### src/rtl/seq_calculator.sv
// Sequential four-function calculator with BCD conversion and 7-segment display drive.
//
// An operation is captured on a start strobe and run over several cycles: add and sub
// take one cycle, multiply uses shift-add and divide uses restoring division. The
// binary result is then converted to BCD by double-dabble and shown on DIGITS
// active-low 7-segment digits plus a sign digit.
//
// Ports:
//   clk, rst_n  clock (rising edge) and asynchronous active-low reset
//   start       one-cycle request, only sampled while idle
//   op          00 add, 01 sub, 10 mul, 11 div
//   a, b        WIDTH-bit unsigned operands
//   busy        operation in progress
//   done        one-cycle completion pulse; result/bcd/neg/err update with it
//   result      unsigned result magnitude (2*WIDTH bits)
//   neg         result is negative (sub only)
//   err         divide by zero
//   bcd         BCD of result, digit 0 in [3:0]
//   seg         active-low segments, digit i in [7i+6:7i], bit0 = a .. bit6 = g
//   sign_seg    active-low sign digit
//
// DIGITS must satisfy 10^DIGITS > (2^WIDTH-1)^2 so the largest product fits.

module seq_calculator #(
    parameter int unsigned WIDTH  = 4,
    parameter int unsigned DIGITS = 3
) (
    input  logic                  clk,
    input  logic                  rst_n,
    input  logic                  start,
    input  logic [1:0]            op,
    input  logic [WIDTH-1:0]      a,
    input  logic [WIDTH-1:0]      b,
    output logic                  busy,
    output logic                  done,
    output logic [2*WIDTH-1:0]    result,
    output logic                  neg,
    output logic                  err,
    output logic [4*DIGITS-1:0]   bcd,
    output logic [7*DIGITS-1:0]   seg,
    output logic [6:0]            sign_seg
);

    localparam int unsigned RW = 2 * WIDTH;
    localparam int unsigned BW = 4 * DIGITS;
    localparam int unsigned CW = $clog2(RW + 1);

    localparam logic [6:0] SegBlank = 7'h7F;
    localparam logic [6:0] SegMinus = 7'b0111111;

    typedef enum logic [1:0] {StIdle, StCalc, StConv, StDone} state_e;

    state_e            state_q, state_d;
    logic [1:0]        op_q, op_d;
    logic [WIDTH-1:0]  opa_q, opa_d;
    logic [WIDTH-1:0]  opb_q, opb_d;
    // hi/lo: partial product and multiplier for mul, remainder and quotient for div
    logic [WIDTH:0]    hi_q, hi_d;
    logic [WIDTH-1:0]  lo_q, lo_d;
    logic [CW-1:0]     cnt_q, cnt_d;
    logic [RW-1:0]     bin_q, bin_d;
    logic [BW-1:0]     dd_q, dd_d;
    logic [RW-1:0]     res_q, res_d;
    logic              neg_p_q, neg_p_d;
    logic              err_p_q, err_p_d;
    logic [RW-1:0]     result_q, result_d;
    logic [BW-1:0]     bcd_q, bcd_d;
    logic              neg_q, neg_d;
    logic              err_q, err_d;
    logic              busy_q, busy_d;
    logic              done_q, done_d;

    // Single-step datapath results
    logic [WIDTH:0]    add_sum;
    logic              a_ge_b;
    logic [WIDTH-1:0]  sub_diff;
    logic [WIDTH:0]    mul_sum;
    logic [WIDTH:0]    mul_hi_nx;
    logic [WIDTH-1:0]  mul_lo_nx;
    logic [WIDTH:0]    div_rs;
    logic              div_ge;
    logic [WIDTH:0]    div_hi_nx;
    logic [WIDTH-1:0]  div_lo_nx;
    logic [BW-1:0]     dd_adj;
    logic [RW-1:0]     calc_val;
    logic              load_conv;

    always_comb begin
        add_sum   = {1'b0, opa_q} + {1'b0, opb_q};
        a_ge_b    = opa_q >= opb_q;
        sub_diff  = a_ge_b ? (opa_q - opb_q) : (opb_q - opa_q);

        // Add multiplicand to the upper half when the multiplier LSB is set, then shift right
        mul_sum   = {1'b0, hi_q[WIDTH-1:0]} + {1'b0, (lo_q[0] ? opb_q : {WIDTH{1'b0}})};
        mul_hi_nx = {1'b0, mul_sum[WIDTH:1]};
        mul_lo_nx = {mul_sum[0], lo_q[WIDTH-1:1]};

        // Shift the next dividend bit into the remainder and subtract if it fits
        div_rs    = {hi_q[WIDTH-1:0], lo_q[WIDTH-1]};
        div_ge    = div_rs >= {1'b0, opb_q};
        div_hi_nx = div_ge ? (div_rs - {1'b0, opb_q}) : div_rs;
        div_lo_nx = {lo_q[WIDTH-2:0], div_ge};

        dd_adj = dd_q;
        for (int i = 0; i < int'(DIGITS); i++) begin
            if (dd_q[4*i +: 4] >= 4'd5) begin
                dd_adj[4*i +: 4] = dd_q[4*i +: 4] + 4'd3;
            end
        end
    end

    always_comb begin
        state_d   = state_q;
        op_d      = op_q;
        opa_d     = opa_q;
        opb_d     = opb_q;
        hi_d      = hi_q;
        lo_d      = lo_q;
        cnt_d     = cnt_q;
        bin_d     = bin_q;
        dd_d      = dd_q;
        res_d     = res_q;
        neg_p_d   = neg_p_q;
        err_p_d   = err_p_q;
        result_d  = result_q;
        bcd_d     = bcd_q;
        neg_d     = neg_q;
        err_d     = err_q;
        done_d    = 1'b0;
        // Registered, so it rises one cycle after acceptance and drops as done rises
        busy_d    = (state_q == StCalc) || (state_q == StConv);
        calc_val  = '0;
        load_conv = 1'b0;

        case (state_q)
            StIdle: begin
                if (start) begin
                    op_d    = op;
                    opa_d   = a;
                    opb_d   = b;
                    hi_d    = '0;
                    lo_d    = a;
                    cnt_d   = '0;
                    neg_p_d = 1'b0;
                    err_p_d = 1'b0;
                    state_d = StCalc;
                end
            end

            StCalc: begin
                unique case (op_q)
                    2'b00: begin
                        calc_val  = {{(WIDTH-1){1'b0}}, add_sum};
                        load_conv = 1'b1;
                    end
                    2'b01: begin
                        calc_val  = {{WIDTH{1'b0}}, sub_diff};
                        neg_p_d   = ~a_ge_b;
                        load_conv = 1'b1;
                    end
                    2'b10: begin
                        hi_d  = mul_hi_nx;
                        lo_d  = mul_lo_nx;
                        cnt_d = cnt_q + 1'b1;
                        if (cnt_q == CW'(WIDTH - 1)) begin
                            calc_val  = {mul_hi_nx[WIDTH-1:0], mul_lo_nx};
                            load_conv = 1'b1;
                        end
                    end
                    2'b11: begin
                        if (opb_q == '0) begin
                            err_p_d   = 1'b1;
                            calc_val  = '0;
                            load_conv = 1'b1;
                        end else begin
                            hi_d  = div_hi_nx;
                            lo_d  = div_lo_nx;
                            cnt_d = cnt_q + 1'b1;
                            if (cnt_q == CW'(WIDTH - 1)) begin
                                calc_val  = {{WIDTH{1'b0}}, div_lo_nx};
                                load_conv = 1'b1;
                            end
                        end
                    end
                    default: ;
                endcase

                if (load_conv) begin
                    res_d   = calc_val;
                    bin_d   = calc_val;
                    dd_d    = '0;
                    cnt_d   = '0;
                    state_d = StConv;
                end
            end

            StConv: begin
                dd_d  = {dd_adj[BW-2:0], bin_q[RW-1]};
                bin_d = {bin_q[RW-2:0], 1'b0};
                cnt_d = cnt_q + 1'b1;
                if (cnt_q == CW'(RW - 1)) begin
                    state_d = StDone;
                end
            end

            StDone: begin
                result_d = res_q;
                bcd_d    = dd_q;
                neg_d    = neg_p_q;
                err_d    = err_p_q;
                done_d   = 1'b1;
                state_d  = StIdle;
            end

            default: state_d = StIdle;
        endcase
    end

    always_ff @(posedge clk or negedge rst_n) begin
        if (!rst_n) begin
            state_q  <= StIdle;
            op_q     <= '0;
            opa_q    <= '0;
            opb_q    <= '0;
            hi_q     <= '0;
            lo_q     <= '0;
            cnt_q    <= '0;
            bin_q    <= '0;
            dd_q     <= '0;
            res_q    <= '0;
            neg_p_q  <= 1'b0;
            err_p_q  <= 1'b0;
            result_q <= '0;
            bcd_q    <= '0;
            neg_q    <= 1'b0;
            err_q    <= 1'b0;
            busy_q   <= 1'b0;
            done_q   <= 1'b0;
        end else begin
            state_q  <= state_d;
            op_q     <= op_d;
            opa_q    <= opa_d;
            opb_q    <= opb_d;
            hi_q     <= hi_d;
            lo_q     <= lo_d;
            cnt_q    <= cnt_d;
            bin_q    <= bin_d;
            dd_q     <= dd_d;
            res_q    <= res_d;
            neg_p_q  <= neg_p_d;
            err_p_q  <= err_p_d;
            result_q <= result_d;
            bcd_q    <= bcd_d;
            neg_q    <= neg_d;
            err_q    <= err_d;
            busy_q   <= busy_d;
            done_q   <= done_d;
        end
    end

    function automatic logic [6:0] seg7(input logic [3:0] d);
        logic [6:0] s;
        case (d)
            4'd0:    s = 7'b1000000;
            4'd1:    s = 7'b1111001;
            4'd2:    s = 7'b0100100;
            4'd3:    s = 7'b0110000;
            4'd4:    s = 7'b0011001;
            4'd5:    s = 7'b0010010;
            4'd6:    s = 7'b0000010;
            4'd7:    s = 7'b1111000;
            4'd8:    s = 7'b0000000;
            4'd9:    s = 7'b0010000;
            default: s = SegBlank;
        endcase
        return s;
    endfunction

    // Leading-zero blanking: scan from the top digit, show once a nonzero digit is seen
    always_comb begin
        logic seen;
        seen = 1'b0;
        seg  = {(7*DIGITS){1'b1}};
        for (int i = int'(DIGITS) - 1; i >= 0; i--) begin
            if (bcd_q[4*i +: 4] != 4'd0) begin
                seen = 1'b1;
            end
            if (err_q) begin
                seg[7*i +: 7] = SegMinus;
            end else if (seen || (i == 0)) begin
                seg[7*i +: 7] = seg7(bcd_q[4*i +: 4]);
            end else begin
                seg[7*i +: 7] = SegBlank;
            end
        end
        sign_seg = (neg_q && !err_q) ? SegMinus : SegBlank;
    end

    assign busy   = busy_q;
    assign done   = done_q;
    assign result = result_q;
    assign neg    = neg_q;
    assign err    = err_q;
    assign bcd    = bcd_q;

endmodule

### config.mk
export PLATFORM = sky130hd
export DESIGN_NAME = seq_calculator
export DESIGN_NICKNAME = d
export VERILOG_FILES = /design/src/rtl/seq_calculator.sv
export SDC_FILE = /design/constraint.sdc
export NUM_CORES = 1
export LEC_CHECK = 0
export ABC_AREA = 1
export CAP_MARGIN = 20
export CORE_UTILIZATION = 30
export DETAILED_ROUTE_END_ITERATION = 6
export PLACE_DENSITY_LB_ADDON = 0.05
export SYNTH_ARGS = -nofsm -noshare
export SYNTH_HDL_FRONTEND = slang
export SYNTH_SLANG_ARGS = --single-unit
### constraint.sdc
create_clock -name clk -period 3.8 [get_ports clk]
set_clock_uncertainty 0.15 [all_clocks]
set_input_delay 0.76 -clock clk [delete_from_list [all_inputs] [get_ports clk]]
set_output_delay 0.76 -clock clk [all_outputs]
set_load 0.01 [all_outputs]
; ---- After elaboration in Yosys (flattened, before gate mapping)
; Memories as Yosys holds them, arrays and structs flattened.
; Index checks and enable logic that the tools add are counted.
[word_totals]
register_bits = 78
latchBits = 0
ramBits = 0
mem_bits_ro = 336
in_bits = 13
out_inout_bits = 52
wordCells = 124
n_memories = 3
[memory_table]
columns = memory, depth, width, rd, rd_ports_with_merged_regs, wr, line
row1 = (name not given), 16, 7, 1, 0, 0, 263  ; case (d)
row2 = (name not given), 16, 7, 1, 0, 0, 263
row3 = (name not given), 16, 7, 1, 0, 0, 263
[op_classes]
addsub = 9
multipliers = 0
n_div = 0
magnitude_cmp = 5
eq_ne = 18
shift = 0
mux = 50
n_bitwise = 1
n_reduce_logical = 20
[ops]
columns = operator, n
row1 = $mux 4, 14
row2 = $mux 7, 6
row3 = $pmux 4 s2, 5
row4 = $pmux 8 s4, 1
row5 = $pmux 12 s2, 1
row6 = $mux 8, 2
row7 = $pmux 8 s2, 1
row8 = $ge 4x3->1 const B, 3
row9 = $mux 12, 1
row10 = $pmux 4 s3, 1
row11 = $reduce_and 4->1, 3
row12 = $sub 4x4->4, 3
row13 = $add 4x4->5, 2
row14 = $mux 1, 10
row15 = $ne 2x1->1 const B, 5
row16 = $add 4x2->4 const B, 2
row17 = $eq 2x2->1 const B, 4
row18 = $pmux 2 s4, 1
row19 = $reduce_bool 4->1, 2
row20 = $mux 2, 3
row21 = $reduce_and 2->1, 3
row22 = $reduce_and 3->1, 2
row23 = $ge 5x4->1, 1
row24 = $add 4x1->4 const B, 1
row25 = 22 further kinds, 26

; ---- Depth between registers and ports, before layout
[depth]
word_depth = 7
mapped_depth = 14
mapped_depth_nobuf = 14

; ---- Least setup slack after synthesis
; OpenSTA, ideal clock, no wires.
[synth_path]
path_kind = register to output
from = register bcd_q[9] (netlist: bcd[9])
to = output port seg[7]
arrival_time_ns = 1.521
required_time_ns = 2.890
path_slack_ns = 1.369
stages_incl_launch_ff = 9
n_path_buf = 0
cell_sequence = dfrtp_1 > inv_1 > ha_1 > inv_1 > nor3_1 > nand4_1 > nand2_1 > nor2_1 > o21ai_0
[synth_via]
elab_chain_len = 5
[synth_rtl]
columns = element, line
row1 = start: declaration, 67  ; logic [BW-1:0] bcd_q, bcd_d;
row2 = start signal: assignment, 234  ; bcd_q <= '0;
row3 = start signal: assignment, 253  ; bcd_q <= bcd_d;
row4 = $reduce_bool 4->1, 285  ; if (bcd_q[4*i +: 4] != 4'd0) begin
row5 = $mux 1 (2 in series), 285
row6 = $mux 7, 290  ; end else if (seen || (i == 0)) begin
row7 = $mux 7, 288  ; if (err_q) begin
row8 = end: declaration, 40  ; output logic [7*DIGITS-1:0] seg,
; No other way between the ends.

; ---- Final worst setup path
[layout_path]
from = register bcd_q[9] (netlist: bcd[9])
to = output port seg[9]
; Same word-level chain as after synthesis.

==> reports/qor.log <==
[outcome] status completed
[synth] main area contributors after synthesis sky130_fd_sc_hd__dfrtp_1, sky130_fd_sc_hd__nand2_1, sky130_fd_sc_hd__ha_1, sky130_fd_sc_hd__o21ai_0, sky130_fd_sc_hd__inv_1
[synth] portion of the post-synthesis area used by sequential elements 0.378
[clock_network] cts-stage hold buffer count 0
[global_route] first-pass GRT wire length 21.3 mm
[sta] final sum of negative setup slack 0 ns
[synth] proportion of synthesized flip-flops having asynchronous set or reset 1.00
[drt] DRC 0
[placed_design] placer's final routability congestion estimate 0.845
[global_route] overflow left after global routing 0
[sta] setup repair after global routing missed its margin false
[sta] max_slew headroom 0.359
[setup_path] Req. time, crit path 2.89 ns
[cells_and_area] non-filler cells in the finished layout 923
[global_route] pin count of the biggest net entering global routing 70
[setup_path] flop-to-flop setup slack 1.38 ns
[sta] transition at the pin with the smallest max-transition slack 0.962 ns
[global_route] number of antenna violations at the first check in global routing 0
[clock_network] Setup Buffers After CTS 0
[cells_and_area] share of post-route cells with drive strength above 1 0.0967
[cells_and_area] most common library cell in the layout ignoring fill and taps sky130_fd_sc_hd__nand2_1
[drt] iteration-0 DRC count of the detailed router 248
[global_route] vias in the first global route 4140
[clock_network] maximum buffer depth of the clock tree 2
[sta] portion of the clock cycle consumed by the worst path in the final layout 0.915
[worst_hold_path] origin of the worst min-delay path res_q[2]
[global_route] GRT Total Usage 0.153
[synth] Cell Area, Synth 5160 um^2
[setup_path] CP Max Fanout 6
[die] die outline area 17700 um^2
[synth] mean cell area of the mapped netlist 8.05 um^2
[die] placeable core area 16700 um^2
[cells_and_area] commonest cells after routing, fill and taps aside sky130_fd_sc_hd__nand2_1, sky130_fd_sc_hd__dfrtp_1, sky130_fd_sc_hd__inv_1
[power_and_ir_drop] leakage power total 2.92 nW
[clock_network] clock sinks 78
[cells_and_area] nets 761
[synth] post-synth top area cell sky130_fd_sc_hd__dfrtp_1
[cells_and_area] number of inserted diodes 0
[placed_design] total of buffers placed on input and output ports 58
[sta] Max Clk Rate 288 MHz
[die] # rows 47
[cells_and_area] area grow syn2layout 20.2%
[sta] count of final max-slew check failures 0
[clock_network] total of cells resized after clock tree synthesis 0
[synth] count of mapped cells out of synthesis 642
[synth] number of storage elements in the synthesis netlist 78
[clock_network] Worst-path clk slew 0.06 ns
[clock_network] clock tree root driver cell sky130_fd_sc_hd__clkbuf_16
[die] I/O pin cnt 65
[die] initial core utilization 0.309
[placed_design] Post-DP HPWL 9.59 mm
[drt] drt first pass iters 4
[clock_network] CTS tree done
[setup_path] worst r2r path cells 10
[power_and_ir_drop] Power Dens Cells 770 nW/um^2
[sta] Setup violations, final 0
[setup_path] crit end category primary output
[drt] Post-DRT Antenna Nets 0
[worst_hold_path] worst hold path class reg -> reg
[drt] drt wl/cell 13.8 um
[synth] distinct cell type count of the synthesized netlist 43
[die] width of the die 133 um
[power_and_ir_drop] VDD IR-drop max 0.362 mV
[synth] EDFF count, synth 0
[clock_network] insertion delay to the later sink of the worst-skew pair 0.35 ns
[clock_network] cts bufs inserted 9
[clock_network] CTS H-tree lvls 3
[setup_path] startpoint kind of the worst setup timing path register
[setup_path] data arrival time at the worst-slack endpoint 2.57 ns
[synth] share of the synthesized area in the top cell type 0.378
[drt] total number of vias 4228
[drt] mean number of vias per cell 4.58
[setup_path] Critical Setup Path Class reg -> out
[drt] Routed Wire Length 12.8 mm
[die] die outline height 133 um
[worst_hold_path] worst hold path endpoint res_q[2]
[synth] top_reg_cell synth sky130_fd_sc_hd__dfrtp_1
[sta] Final Hold Violating Endpoints 0
[worst_hold_path] hold path cells 2
[power_and_ir_drop] total power consumption of the routed design 4.78 mW
[placed_design] Cells after DPL 907
[synth] total of warnings raised by yosys 0
[run] max-cap violations 0
[setup_path] reg2reg start opb_q[1]
[sta] time the worst path needs with I/O delays and setup 3.48 ns
[setup_path] reg-to-reg critical path endpoint bin_q[2]
==> worst max-delay path, cell delays in order (launching register included) <==
cell and delay [ns]:
sky130_fd_sc_hd__dfrtp_1 0.40, sky130_fd_sc_hd__inv_1 0.17, sky130_fd_sc_hd__ha_1 0.20, sky130_fd_sc_hd__inv_1 0.05, sky130_fd_sc_hd__nor3_1 0.34, sky130_fd_sc_hd__nand4_1 0.21, sky130_fd_sc_hd__nand2_1 0.10, sky130_fd_sc_hd__nor2_1 0.07
sky130_fd_sc_hd__o31ai_1 0.09, sky130_fd_sc_hd__clkdlybuf4s50_1 0.57
==> power breakdown <==
group          total [mW]  switching, mW  internal [mW]  leakage (nW)
Combinational        2.58           1.58          0.999          1.75
Clock               0.891          0.381          0.510         0.134
Sequential           1.31          0.234           1.07          1.04
==> registers in the layout, summed over array words and instances (netlist names), 2 cells and up <==
register  flops
opa_q         4
state_q       2
hi_q          4
result        8
cnt_q         4
lo_q          4
res_q         8
opb_q         4
bin_q         8
op_q          2
bcd          12
dd_q         12
==> worst max-delay path by stage <==
stage           start  cells after the start  slack (ns)     end
6_report       bcd[9]                      9        0.32  seg[9]
3_5_place_dp   bcd[9]                      9        0.66  seg[9]
3_3_place_gp   bcd[9]                      9        0.75  seg[9]
4_1_cts        bcd[9]                      9        0.28  seg[9]
5_1_grt        bcd[9]                      9        0.05  seg[9]
2_1_floorplan  bcd[9]                      8        1.37  seg[7]
==> cell families after synthesis <==
logic type | share of synthesized area
simple gates | 0.228
compound gates | 0.141
other cells | 0.000726
flops | 0.378
xor+xnor | 0.0170
fa+ha+maj | 0.128
mux | 0.0196
buf+inv | 0.0879
==> area by class of cell <==
cell class | count | area, um^2
well taps | 220 | 275
clock inverters | 7 | 73.8
flip-flops and latches | 78 | 1950
fillers | 1770 | 10500
multi-input cells | 467 | 2780
repair buffers | 61 | 601
inverters | 81 | 304
clock buffers | 9 | 225
==> Yosys cell counts (all sizes together) (5+ instances only) <==
cell type / n
mux2: 9
o211ai: 11
dfrtp: 78
buf: 15
o21ai: 76
or2: 10
fa: 5
nand3: 38
ha: 45
inv: 80
clkbuf: 6
a21oi: 28
nor2: 47
xor2: 6
nand2: 158
==> stage by stage <==
| step | setup WS, ns | utilization | hold slack (ns) | area (um^2) |
|---|---|---|---|---|
| 2_1_floorplan | 1.37 | - | 0.293 | 5180 |
| 3_3_place_gp | 0.753 | 0.354 | 0.311 | 5910 |
| 3_5_place_dp | 0.656 | 0.354 | 0.315 | 5910 |
| 4_1_cts | 0.275 | 0.372 | 0.334 | 6210 |
| 5_1_grt | 0.0511 | 0.372 | 0.370 | 6210 |
| 6_report | 0.323 | 0.372 | 0.329 | 6210 |
==> routing by layer <==
metal | global-route usage | up-vias | share of wire
met3 | 0.0228 | 13 | 0.030
met5 | 0 | - | 0
met2 | 0.246 | 77 | 0.45
met1 | 0.208 | 1941 | 0.50
met4 | 0.0612 | 0 | 0.017
li1 | - | 2197 | -
Power figures use the tool's default switching activity.
